<file path="src/rtl/sync_fifo_pkg.sv">
// Shared constants and helpers for the synchronous FIFO control unit.
package sync_fifo_pkg;

  localparam int DEFAULT_FIFO_DEPTH = 16;

  function automatic int count_width(input int depth);
    return $clog2(depth) + 1;
  endfunction

  function automatic int last_addr(input int depth);
    return depth - 1;
  endfunction

endpackage

</file>
<file path="src/rtl/fifo_ptr.sv">
// Wrapping FIFO pointer: binary address 0..DEPTH-1 plus a wrap bit that
// toggles each time the address rolls over, so any depth works.
module fifo_ptr
  import sync_fifo_pkg::*;
#(
  parameter int DEPTH = DEFAULT_FIFO_DEPTH,
  parameter int AW    = $clog2(DEPTH)
) (
  input  logic          clk,
  input  logic          rst_n,
  input  logic          inc,
  output logic [AW-1:0] addr,
  output logic          wrap
);

  localparam logic [AW-1:0] LAST = AW'(last_addr(DEPTH));

  always_ff @(posedge clk or negedge rst_n) begin
    if (!rst_n) begin
      addr <= '0;
      wrap <= 1'b0;
    end else if (inc) begin
      if (addr == LAST) begin
        addr <= '0;
        wrap <= ~wrap;
      end else begin
        addr <= addr + AW'(1);
      end
    end
  end

endmodule

</file>
<file path="src/rtl/sync_fifo_ctrl.sv">
// Registered pointer/count/flag controller for a synchronous FIFO.
// Optional sticky overflow/underflow flags are built when SYNC_FIFO_ERR_FLAG_EN is defined.
module sync_fifo_ctrl
  import sync_fifo_pkg::*;
#(
  parameter int FIFO_DEPTH = DEFAULT_FIFO_DEPTH,
  parameter int ADDR_WIDTH = $clog2(FIFO_DEPTH),
  localparam int CW        = ADDR_WIDTH + 1
) (
  input  logic                  clk,
  input  logic                  rst_n,
  input  logic                  i_wr_en,
  output logic                  o_ready_s,
  input  logic                  i_rd_en,
  output logic                  o_valid_m,
  output logic                  o_mem_wr_en,
  output logic [ADDR_WIDTH-1:0] o_wr_addr,
  output logic [ADDR_WIDTH-1:0] o_rd_addr,
  input  logic [CW-1:0]         i_almostfull_lvl,
  input  logic [CW-1:0]         i_almostempty_lvl,
  output logic [CW-1:0]         o_count,
  output logic                  o_full,
  output logic                  o_almostfull,
  output logic                  o_empty,
  output logic                  o_almostempty
`ifdef SYNC_FIFO_ERR_FLAG_EN
  ,
  input  logic                  i_clr_err,
  output logic                  o_overflow,
  output logic                  o_underflow
`endif
);

  localparam logic [CW-1:0] FULL_CNT = CW'(FIFO_DEPTH);

  logic          wr_acc;
  logic          rd_acc;
  logic          wr_wrap;
  logic          rd_wrap;
  logic [CW-1:0] count_nxt;

  assign wr_acc      = i_wr_en & ~o_full;
  assign rd_acc      = i_rd_en & ~o_empty;
  assign o_mem_wr_en = wr_acc;
  assign o_ready_s   = ~o_full;
  assign o_valid_m   = ~o_empty;

  fifo_ptr #(.DEPTH(FIFO_DEPTH), .AW(ADDR_WIDTH)) u_wr_ptr (
    .clk  (clk),
    .rst_n(rst_n),
    .inc  (wr_acc),
    .addr (o_wr_addr),
    .wrap (wr_wrap)
  );

  fifo_ptr #(.DEPTH(FIFO_DEPTH), .AW(ADDR_WIDTH)) u_rd_ptr (
    .clk  (clk),
    .rst_n(rst_n),
    .inc  (rd_acc),
    .addr (o_rd_addr),
    .wrap (rd_wrap)
  );

  always_comb begin
    count_nxt = o_count;
    case ({wr_acc, rd_acc})
      2'b10:   count_nxt = o_count + CW'(1);
      2'b01:   count_nxt = o_count - CW'(1);
      default: count_nxt = o_count;
    endcase
  end

  // Flags look ahead at count_nxt so they are valid in the same cycle as o_count.
  always_ff @(posedge clk or negedge rst_n) begin
    if (!rst_n) begin
      o_count       <= '0;
      o_full        <= 1'b0;
      o_empty       <= 1'b1;
      o_almostfull  <= 1'b0;
      o_almostempty <= 1'b1;
    end else begin
      o_count       <= count_nxt;
      o_full        <= (count_nxt == FULL_CNT);
      o_empty       <= (count_nxt == '0);
      o_almostfull  <= (count_nxt >= i_almostfull_lvl);
      o_almostempty <= (count_nxt <= i_almostempty_lvl);
    end
  end

  // Pointer state and registered flags must always tell the same story.
  always_ff @(posedge clk) begin
    if (rst_n) begin
      assert (o_full == ((o_wr_addr == o_rd_addr) && (wr_wrap != rd_wrap)));
      assert (o_empty == ((o_wr_addr == o_rd_addr) && (wr_wrap == rd_wrap)));
    end
  end

`ifdef SYNC_FIFO_ERR_FLAG_EN
  always_ff @(posedge clk or negedge rst_n) begin
    if (!rst_n) begin
      o_overflow  <= 1'b0;
      o_underflow <= 1'b0;
    end else begin
      if (i_wr_en & o_full)       o_overflow <= 1'b1;
      else if (i_clr_err)         o_overflow <= 1'b0;
      if (i_rd_en & o_empty)      o_underflow <= 1'b1;
      else if (i_clr_err)         o_underflow <= 1'b0;
    end
  end
`endif

endmodule

</file>
<file path="config.mk">
export PLATFORM = sky130hd
export DESIGN_NAME = sync_fifo_ctrl
export DESIGN_NICKNAME = d
export VERILOG_FILES = /design/src/rtl/sync_fifo_pkg.sv /design/src/rtl/fifo_ptr.sv /design/src/rtl/sync_fifo_ctrl.sv
export SDC_FILE = /design/constraint.sdc
export NUM_CORES = 1
export LEC_CHECK = 0
export CORE_ASPECT_RATIO = 1.2
export CORE_MARGIN = 4
export CORE_UTILIZATION = 50
export DETAILED_ROUTE_END_ITERATION = 8
export GPL_TIMING_DRIVEN = 0
export MAX_ROUTING_LAYER = met4
export PLACE_DENSITY = 0.84
export SYNTH_ARGS = -nofsm -noshare
export SYNTH_HDL_FRONTEND = slang
export SYNTH_SLANG_ARGS = --single-unit
</file>
<file path="constraint.sdc">
create_clock -name clk -period 6.8 [get_ports clk]
set_clock_uncertainty 0.15 [all_clocks]
set_input_delay 1.7 -clock clk [delete_from_list [all_inputs] [get_ports clk]]
set_output_delay 1.7 -clock clk [all_outputs]
set_load 0.1 [all_outputs]
</file>
==> results of run 1 <==
==> synth_stat cells <==
cell       number  area, um^2
nand4_1         3        18.8
mux2i_1         2        20.0
nand2_1        14        52.6
o21ai_1         1        5.00
ha_1           12         150
inv_1          12        45.0
a21oi_2         1        8.76
a22o_1          1        8.76
o22ai_1         1        6.26
a2bb2oi_1       1        8.76
a31oi_1         1        6.26
buf_6           2        22.5
o211ai_1        1        7.51
nor2b_1         1        6.26
inv_4           1        6.26
and2b_2         1        8.76
inv_2           1        3.75
nand2b_1        3        18.8
xnor2_1         7        61.3
or4_1           2        15.0
dfstp_2         2        52.6
xnor2_2         1        16.3
nand3_1         3        15.0
nor3b_2         1        12.5
nand2b_4        1        13.8
nand2_4         1        11.3
nor2_1          3        11.3
o2bb2ai_1       1        8.76
a311oi_1        2        17.5
nor3_1          3        15.0
o21ai_0         8        40.0
o21a_1          1        7.51
dfrtp_1        15         375
a21o_1          4        30.0
mux2_2          1        11.3
a21oi_1         6        30.0
nor3_2          1        10.0
==> stage by stage <==
step	setup slack (ns)	cells	cell area (um^2)	hold WS (ns)	utilization, %
2_1_floorplan	2.54	122	1160	0.771	-
3_3_place_gp	1.32	185	1530	0.350	71.3
3_5_place_dp	1.33	185	1530	0.363	71.3
4_1_cts	1.33	189	1550	0.378	72.6
5_1_grt	1.29	189	1550	0.425	72.6
6_report	1.32	189	1550	0.372	72.6
==> kinds of logic after synthesis <==
group	share of synthesized area, %
fa+ha+maj	13.0
flops	36.9
mux	2.70
simple gates	18.0
compound gates	16.0
buf+inv	6.70
xor+xnor	6.70
==> state kept, by name, indices dropped and copies added, names as in the netlist <==
register / count
o_count: 5
u_rd_ptr.addr: 4
u_wr_ptr.addr: 4
o_almostempty: 1
o_almostfull: 1
o_empty: 1
o_full: 1
==> how the worst min path moves through the flow <==
stage,endpoint,slack (ns),depth (start not counted)
2_1_floorplan,u_rd_ptr.addr[1],0.77,3
3_3_place_gp,u_rd_ptr.addr[3],0.35,1
3_5_place_dp,u_rd_ptr.addr[3],0.36,1
4_1_cts,u_rd_ptr.addr[3],0.38,1
5_1_grt,u_rd_ptr.addr[2],0.43,1
6_report,u_wr_ptr.addr[3],0.37,1
==> layout make-up <==
cell class,count,area (um^2)
buffer,2,22.5
clock buffer,4,26.3
fill,176,587
inverter,14,55.1
multi-input combinational,89,653
sequential,17,428
tap,30,37.5
timing repair buffer,33,330
==> routing by layer <==
metal,GRT usage (%),part of all wire (%)
met5,-,0
met4,7.12,0.64
met3,2.95,4.8
met2,32.7,54
met1,18.9,41
==> critical path, cell delays in order <==
cell and delay (ns):
clkdlybuf4s50_1 0.46, nand2b_1 0.06, buf_6 0.14, inv_2 0.12, clkdlybuf4s50_1 1.15
==> reports/results.ini, run 1 <==
[status]
outcome = finished clean

[die]
floorplan.rows = 18
core-area_um2 = 2140
start_util_pct = 54.2
die_y_um = 60.7
die-area_um2 = 3150
ios = 34
fp.dieW_um = 51.9

[setup_path]
path_class = primary input to output port
startpoint = i_wr_en
r2r-end = o_almostempty
timing.rr.start = o_empty
crit_end = o_mem_wr_en
reg2regPathDepth = 15
crit_fanout = 8
r2r_setup_slack_ns = 3.57
critical_path_arrival_ns = 3.63
cp.required_ns = 4.95
end_kind = output port
critPathLaunchType = primary input

[clock_network]
post_cts_buffers = 0
insertion_delay_ns = 0.29
hold_buffers = 0
clk_pin_slew_ns = 0.10
cts_root_buffer = clkbuf_4
cts_tree = built
htreeDepth = 1
clockBufferDepth = 2
cts.sinks = 17
cts_resized = 0
cts_buffers = 3

[run]
cap_violations = 0

[layout]
syn_to_final_growth_pct = 34.0
antenna_cells = 0
final_cell_mix = clkdlybuf4s50_1 (33), dfrtp_1 (15), nand2_1 (14)
final_common_cell = clkdlybuf4s50_1
layout-drive-gt1-share_pct = 10.7
layout.nets = 186

[drt]
drt-total-wl_um = 2340
first_iter_violations = 6
route.detailed.drc = 0
ant_nets = 0
drtPass1Iterations = 2
routedWlPerCell_um = 12.4
vias = 982
avgViaCountPerCell = 5.20

[sta]
finalSetupViolations = 0
finalCriticalPeriod_ns = 5.48
maxSlewViolCount = 0
tns_ns = 0
fin_crit_sh_pct = 80.6
finalHoldViolCount = 0
tightestPinTransition_ns = 0.983
clock.fmax_mhz = 183
rsz0062_at_grt = no
slew_headroom_pct = 34.2

[placed_design]
place_congestion = 0.760
place_hpwl_um = 1870
portBuffers = 33

[yosys]
seq_area_frac_synth_pct = 36.9
ys_types = 37
yosysWarningCount = 0
synth_cells = 122
syn_avg_cell_area_um2 = 9.50
ys_ff_latch = 17
syn_nets = 148
syn_area_um2 = 1160

[global_routing]
grt_overflow_total = 0
grt_max_degree = 18
grt_pass1_wl_um = 4060
track_usage_pct = 17.9
grt_pass1_vias = 966
antenna_found_initial = 0

[min_path]
worstHoldStart = u_wr_ptr.addr[3]
hold_path_class = register to register

Power of run 1 is left out: the tool's default activity adds up to more than one toggle a clock period on the data nets, which glitch-free logic cannot reach.
==> inputs of run 2 (changes only) <==
Settings changed: CORE_UTILIZATION 50 to 42, PLACE_DENSITY 0.84 to 0.75.
Clock period 6.8 ns to 4.95 ns, I/O delays scaled along.
==> reports/results.ini, run 2 (same netlist as run 1, synthesis figures left out) <==
[status]
outcome = finished clean

[setup_path]
crit_chain = clkdlybuf4s50_1 -> nand2b_1 -> buf_6 -> inv_2 -> clkdlybuf4s50_1
critical_path_arrival_ns = 3.16
path_class = primary input to output port
crit_fanout = 8
cp.required_ns = 3.56
critPathLaunchType = primary input
cpLargestDelayFamily = buffers and inverters
end_kind = output port
path_buf_inv = 4
cpPeakStageDelay_ns = 1.15
cp_common_cell = clkdlybuf4s50_1
cpMaxStageDelayCell = clkdlybuf4s50_1

[layout]
layout.nets = 186
final_cell_mix = clkdlybuf4s50_1 (33), dfrtp_1 (15), nand2_1 (14)
finalNonFillerCells = 192
final_common_cell = clkdlybuf4s50_1
top_register = o_count
largest_reg_flops = 5
antenna_cells = 0
num-fill-cells = 220
layout-drive-gt1-share_pct = 11.3
top_regs = o_count (5), u_rd_ptr.addr (4), u_wr_ptr.addr (4)
syn_to_final_growth_pct = 34.4

[drt]
ant_nets = 0
route.detailed.drc = 0
drtPass1Iterations = 4
first_iter_violations = 8
vias = 1005
drt-total-wl_um = 2250
avgViaCountPerCell = 5.23
routedWlPerCell_um = 11.7

[placed_design]
place_congestion = 0.736
dp_worst_setup_slack_ns = 0.392
placed_cells = 188
portBuffers = 33
place_hpwl_um = 1870

[sta]
finalSetupViolations = 0
maxSlewViolCount = 0
fin_ws_ns = 0.399
finalCriticalPeriod_ns = 4.55
slew_headroom_pct = 34.1
tns_ns = 0
fin_crit_sh_pct = 91.9
holdWs_ns = 0.363
rsz0062_at_grt = no
tightestPinTransition_ns = 0.985
finalHoldViolCount = 0
clock.fmax_mhz = 220

[clock_network]
cts_buffers = 3
insertion_delay_ns = 0.30
post_cts_buffers = 0
clk_pin_slew_ns = 0.10
cts_resized = 0
cts_root_buffer = clkbuf_4
cts_tree = built
clockBufferDepth = 2
cts.sinks = 17
hold_buffers = 0
htreeDepth = 1

[global_routing]
grt_pass1_vias = 971
grt_overflow_total = 0
track_usage_pct = 14.0
antenna_found_initial = 0
grt_pass1_wl_um = 4020
grt_max_degree = 18

[die]
core-area_um2 = 2580
die-area_um2 = 3670
die_y_um = 65.5
fp.dieW_um = 55.9
floorplan.rows = 20
ios = 34
start_util_pct = 45.0

[min_path]
hold_path_class = register to register

[run]
cap_violations = 0

run 2: changes by cell type in the layout (fill, tap and decap cells not counted), sizes merged:
cell / previous run / this run
clkinv: 0 / 1
clkbuf: 4 / 3
run 2: final cells by class:
cell class | count | area [um^2] | area share (%)
inverter | 14 | 55.1 | 3.53
clock inverter | 1 | 5.00 | 0.321
timing repair buffer | 33 | 330 | 21.2
multi-input combinational | 89 | 653 | 41.9
tap | 33 | 41.3 | 2.65
clock buffer | 3 | 22.5 | 1.45
sequential | 17 | 428 | 27.5
buffer | 2 | 22.5 | 1.45
run 2: layer usage:
| metal | wire length, um | global-route usage (%) | vias up | share of wire (%) |
|---|---|---|---|---|
| li1 | - | - | 504 | - |
| met1 | 867 | 14.2 | 471 | 39 |
| met2 | 1200 | 26.3 | 26 | 54 |
| met3 | 130 | 2.36 | 4 | 5.8 |
| met4 | 44 | 6.53 | 0 | 2.0 |
| met5 | 0 | - | - | 0 |
run 2: through the flow:
stage,area (um^2),util [%]
5_1_grt,1560,60.4
6_report,1560,60.4
3_3_place_gp,1530,59.4
2_1_floorplan,1160,-
3_5_place_dp,1530,59.4
4_1_cts,1560,60.4
run 2: final timing paths:
path	from	to	slack, ns	depth (start not counted)
setup / recovery	i_wr_en	o_mem_wr_en	0.40	5
hold / removal	u_rd_ptr.addr[3]	u_rd_ptr.addr[3]	0.36	1
setup reg to reg	o_empty	o_almostempty	1.76	15
hold reg to reg	u_rd_ptr.addr[3]	u_rd_ptr.addr[3]	0.36	1
max in group asynchronous	rst_n	u_wr_ptr.addr[1]	2.97	1
min in group asynchronous	rst_n	u_rd_ptr.addr[2]	1.22	1
Power of run 2 is left out for the same reason.
==> inputs of run 3 (changes only) <==
Settings changed: PLACE_DENSITY 0.75 to 0.77.
==> reports/results.ini, run 3 (same netlist as run 1, synthesis figures left out) <==
[layout]
layout-drive-gt1-share_pct = 10.7
syn_to_final_growth_pct = 34.3
num-fill-cells = 221
top_regs = o_count (5), u_rd_ptr.addr (4), u_wr_ptr.addr (4)
largest_reg_flops = 5
final_common_cell = clkdlybuf4s50_1
finalNonFillerCells = 192
layout.nets = 186
top_register = o_count
final_cell_mix = clkdlybuf4s50_1 (33), dfrtp_1 (15), nand2_1 (14)
antenna_cells = 0

[placed_design]
place_congestion = 0.749
portBuffers = 33
place_hpwl_um = 1930
placed_cells = 188

[min_path]
worstHoldStart = u_rd_ptr.addr[3]
whs_endpoint = u_rd_ptr.addr[3]
hold_path_class = register to register
hold_depth = 1

[sta]
clock.fmax_mhz = 219
finalCriticalPeriod_ns = 4.56
rsz0062_at_grt = no
maxSlewViolCount = 0
slew_headroom_pct = 34.2
tns_ns = 0
fin_crit_sh_pct = 92.0
tightestPinTransition_ns = 0.984
finalSetupViolations = 0
finalHoldViolCount = 0

[setup_path]
cpPeakStageDelay_ns = 1.15
r2r-end = o_almostempty
reg2regPathDepth = 15
cp_num_cells = 5
r2r_setup_slack_ns = 1.74
critPathLaunchType = primary input
end_kind = output port
timing.rr.start = o_empty
cpLargestDelayFamily = buffers and inverters
cp_common_cell = clkdlybuf4s50_1
critical_path_arrival_ns = 3.17
path_class = primary input to output port
crit_chain = clkdlybuf4s50_1 -> nand2b_1 -> buf_6 -> inv_2 -> clkdlybuf4s50_1
path_buf_inv = 4
cp.required_ns = 3.56
crit_fanout = 8
cpMaxStageDelayCell = clkdlybuf4s50_1

[global_routing]
grt-busiest-layer = met2
grt_util_met2_pct = 27.8
grtUsageMet1_pct = 13.6
grt_pass1_vias = 972
grt_pass1_wl_um = 4030
grt_max_degree = 18
track_usage_pct = 14.0
antenna_found_initial = 0
use_met3_pct = 2.55
grt_overflow_total = 0

[clock_network]
post_cts_buffers = 0
clockBufferDepth = 2
cts_tree = built
clk_pin_slew_ns = 0.09
insertion_delay_ns = 0.29
cts_buffers = 3
htreeDepth = 1
cts_root_buffer = clkbuf_4
hold_buffers = 0
cts.sinks = 17
cts_resized = 0

[status]
outcome = finished clean

[drt]
vias = 1008
drt-total-wl_um = 2350
ant_nets = 0
first_iter_violations = 13
avgViaCountPerCell = 5.25
routedWlPerCell_um = 12.2
route.detailed.drc = 0
drtPass1Iterations = 2

[run]
cap_violations = 0

[die]
die_y_um = 65.5
fp.dieW_um = 55.9
core-area_um2 = 2580
ios = 34
start_util_pct = 45.0
die-area_um2 = 3670
floorplan.rows = 20

==> run 3: cell types whose count changed in the layout (fill, tap and decap cells not counted), sizes merged <==
cell,change
clkbuf,+1
clkinv,-1
==> run 3: area by class of cell <==
class / instances / area, um^2 / area share, %
Buffer: 2 / 22.5 / 1.45
Clock buffer: 4 / 26.3 / 1.69
Inverter: 14 / 55.1 / 3.54
Multi-Input combinational cell: 89 / 653 / 42.0
Sequential cell: 17 / 428 / 27.5
Tap cell: 33 / 41.3 / 2.65
Timing Repair Buffer: 33 / 330 / 21.2
==> run 3: how the worst max path moves through the flow <==
stage            start       endpoint
2_1_floorplan  i_wr_en  o_almostempty
3_3_place_gp   i_wr_en    o_mem_wr_en
3_5_place_dp   i_wr_en    o_mem_wr_en
4_1_cts        i_wr_en    o_mem_wr_en
5_1_grt        i_wr_en    o_mem_wr_en
6_report       i_wr_en    o_mem_wr_en
==> run 3: per-layer routing <==
layer	part of all wire, %	wire (um)
met5	0	0
met1	39	906
met3	6.2	145
met2	54	1270
met4	1.3	31
==> run 3: metrics by stage <==
stage	worst slack [ns]	hold WS (ns)	cell area (um^2)	utilization, %
2_1_floorplan	1.15	0.771	1160	-
4_1_cts	0.392	0.394	1560	60.4
3_5_place_dp	0.392	0.379	1530	59.4
5_1_grt	0.332	0.429	1560	60.4
3_3_place_gp	0.399	0.341	1530	59.4
6_report	0.394	0.393	1560	60.4
==> run 3: worst reg2reg max path, delay by kind of cell (launching register included) <==
kind / cells / cell delay [ns]
and+or+nand+nor: 4 / 0.43
xor gates and xnor gates: 3 / 0.66
buffers and inverters: 1 / 0.07
AOI/OAI and AO/OA: 4 / 0.62
adders and majority gates: 2 / 0.56
DFF: 1 / 0.55
muxes: 1 / 0.12
Power of run 3 is left out for the same reason.
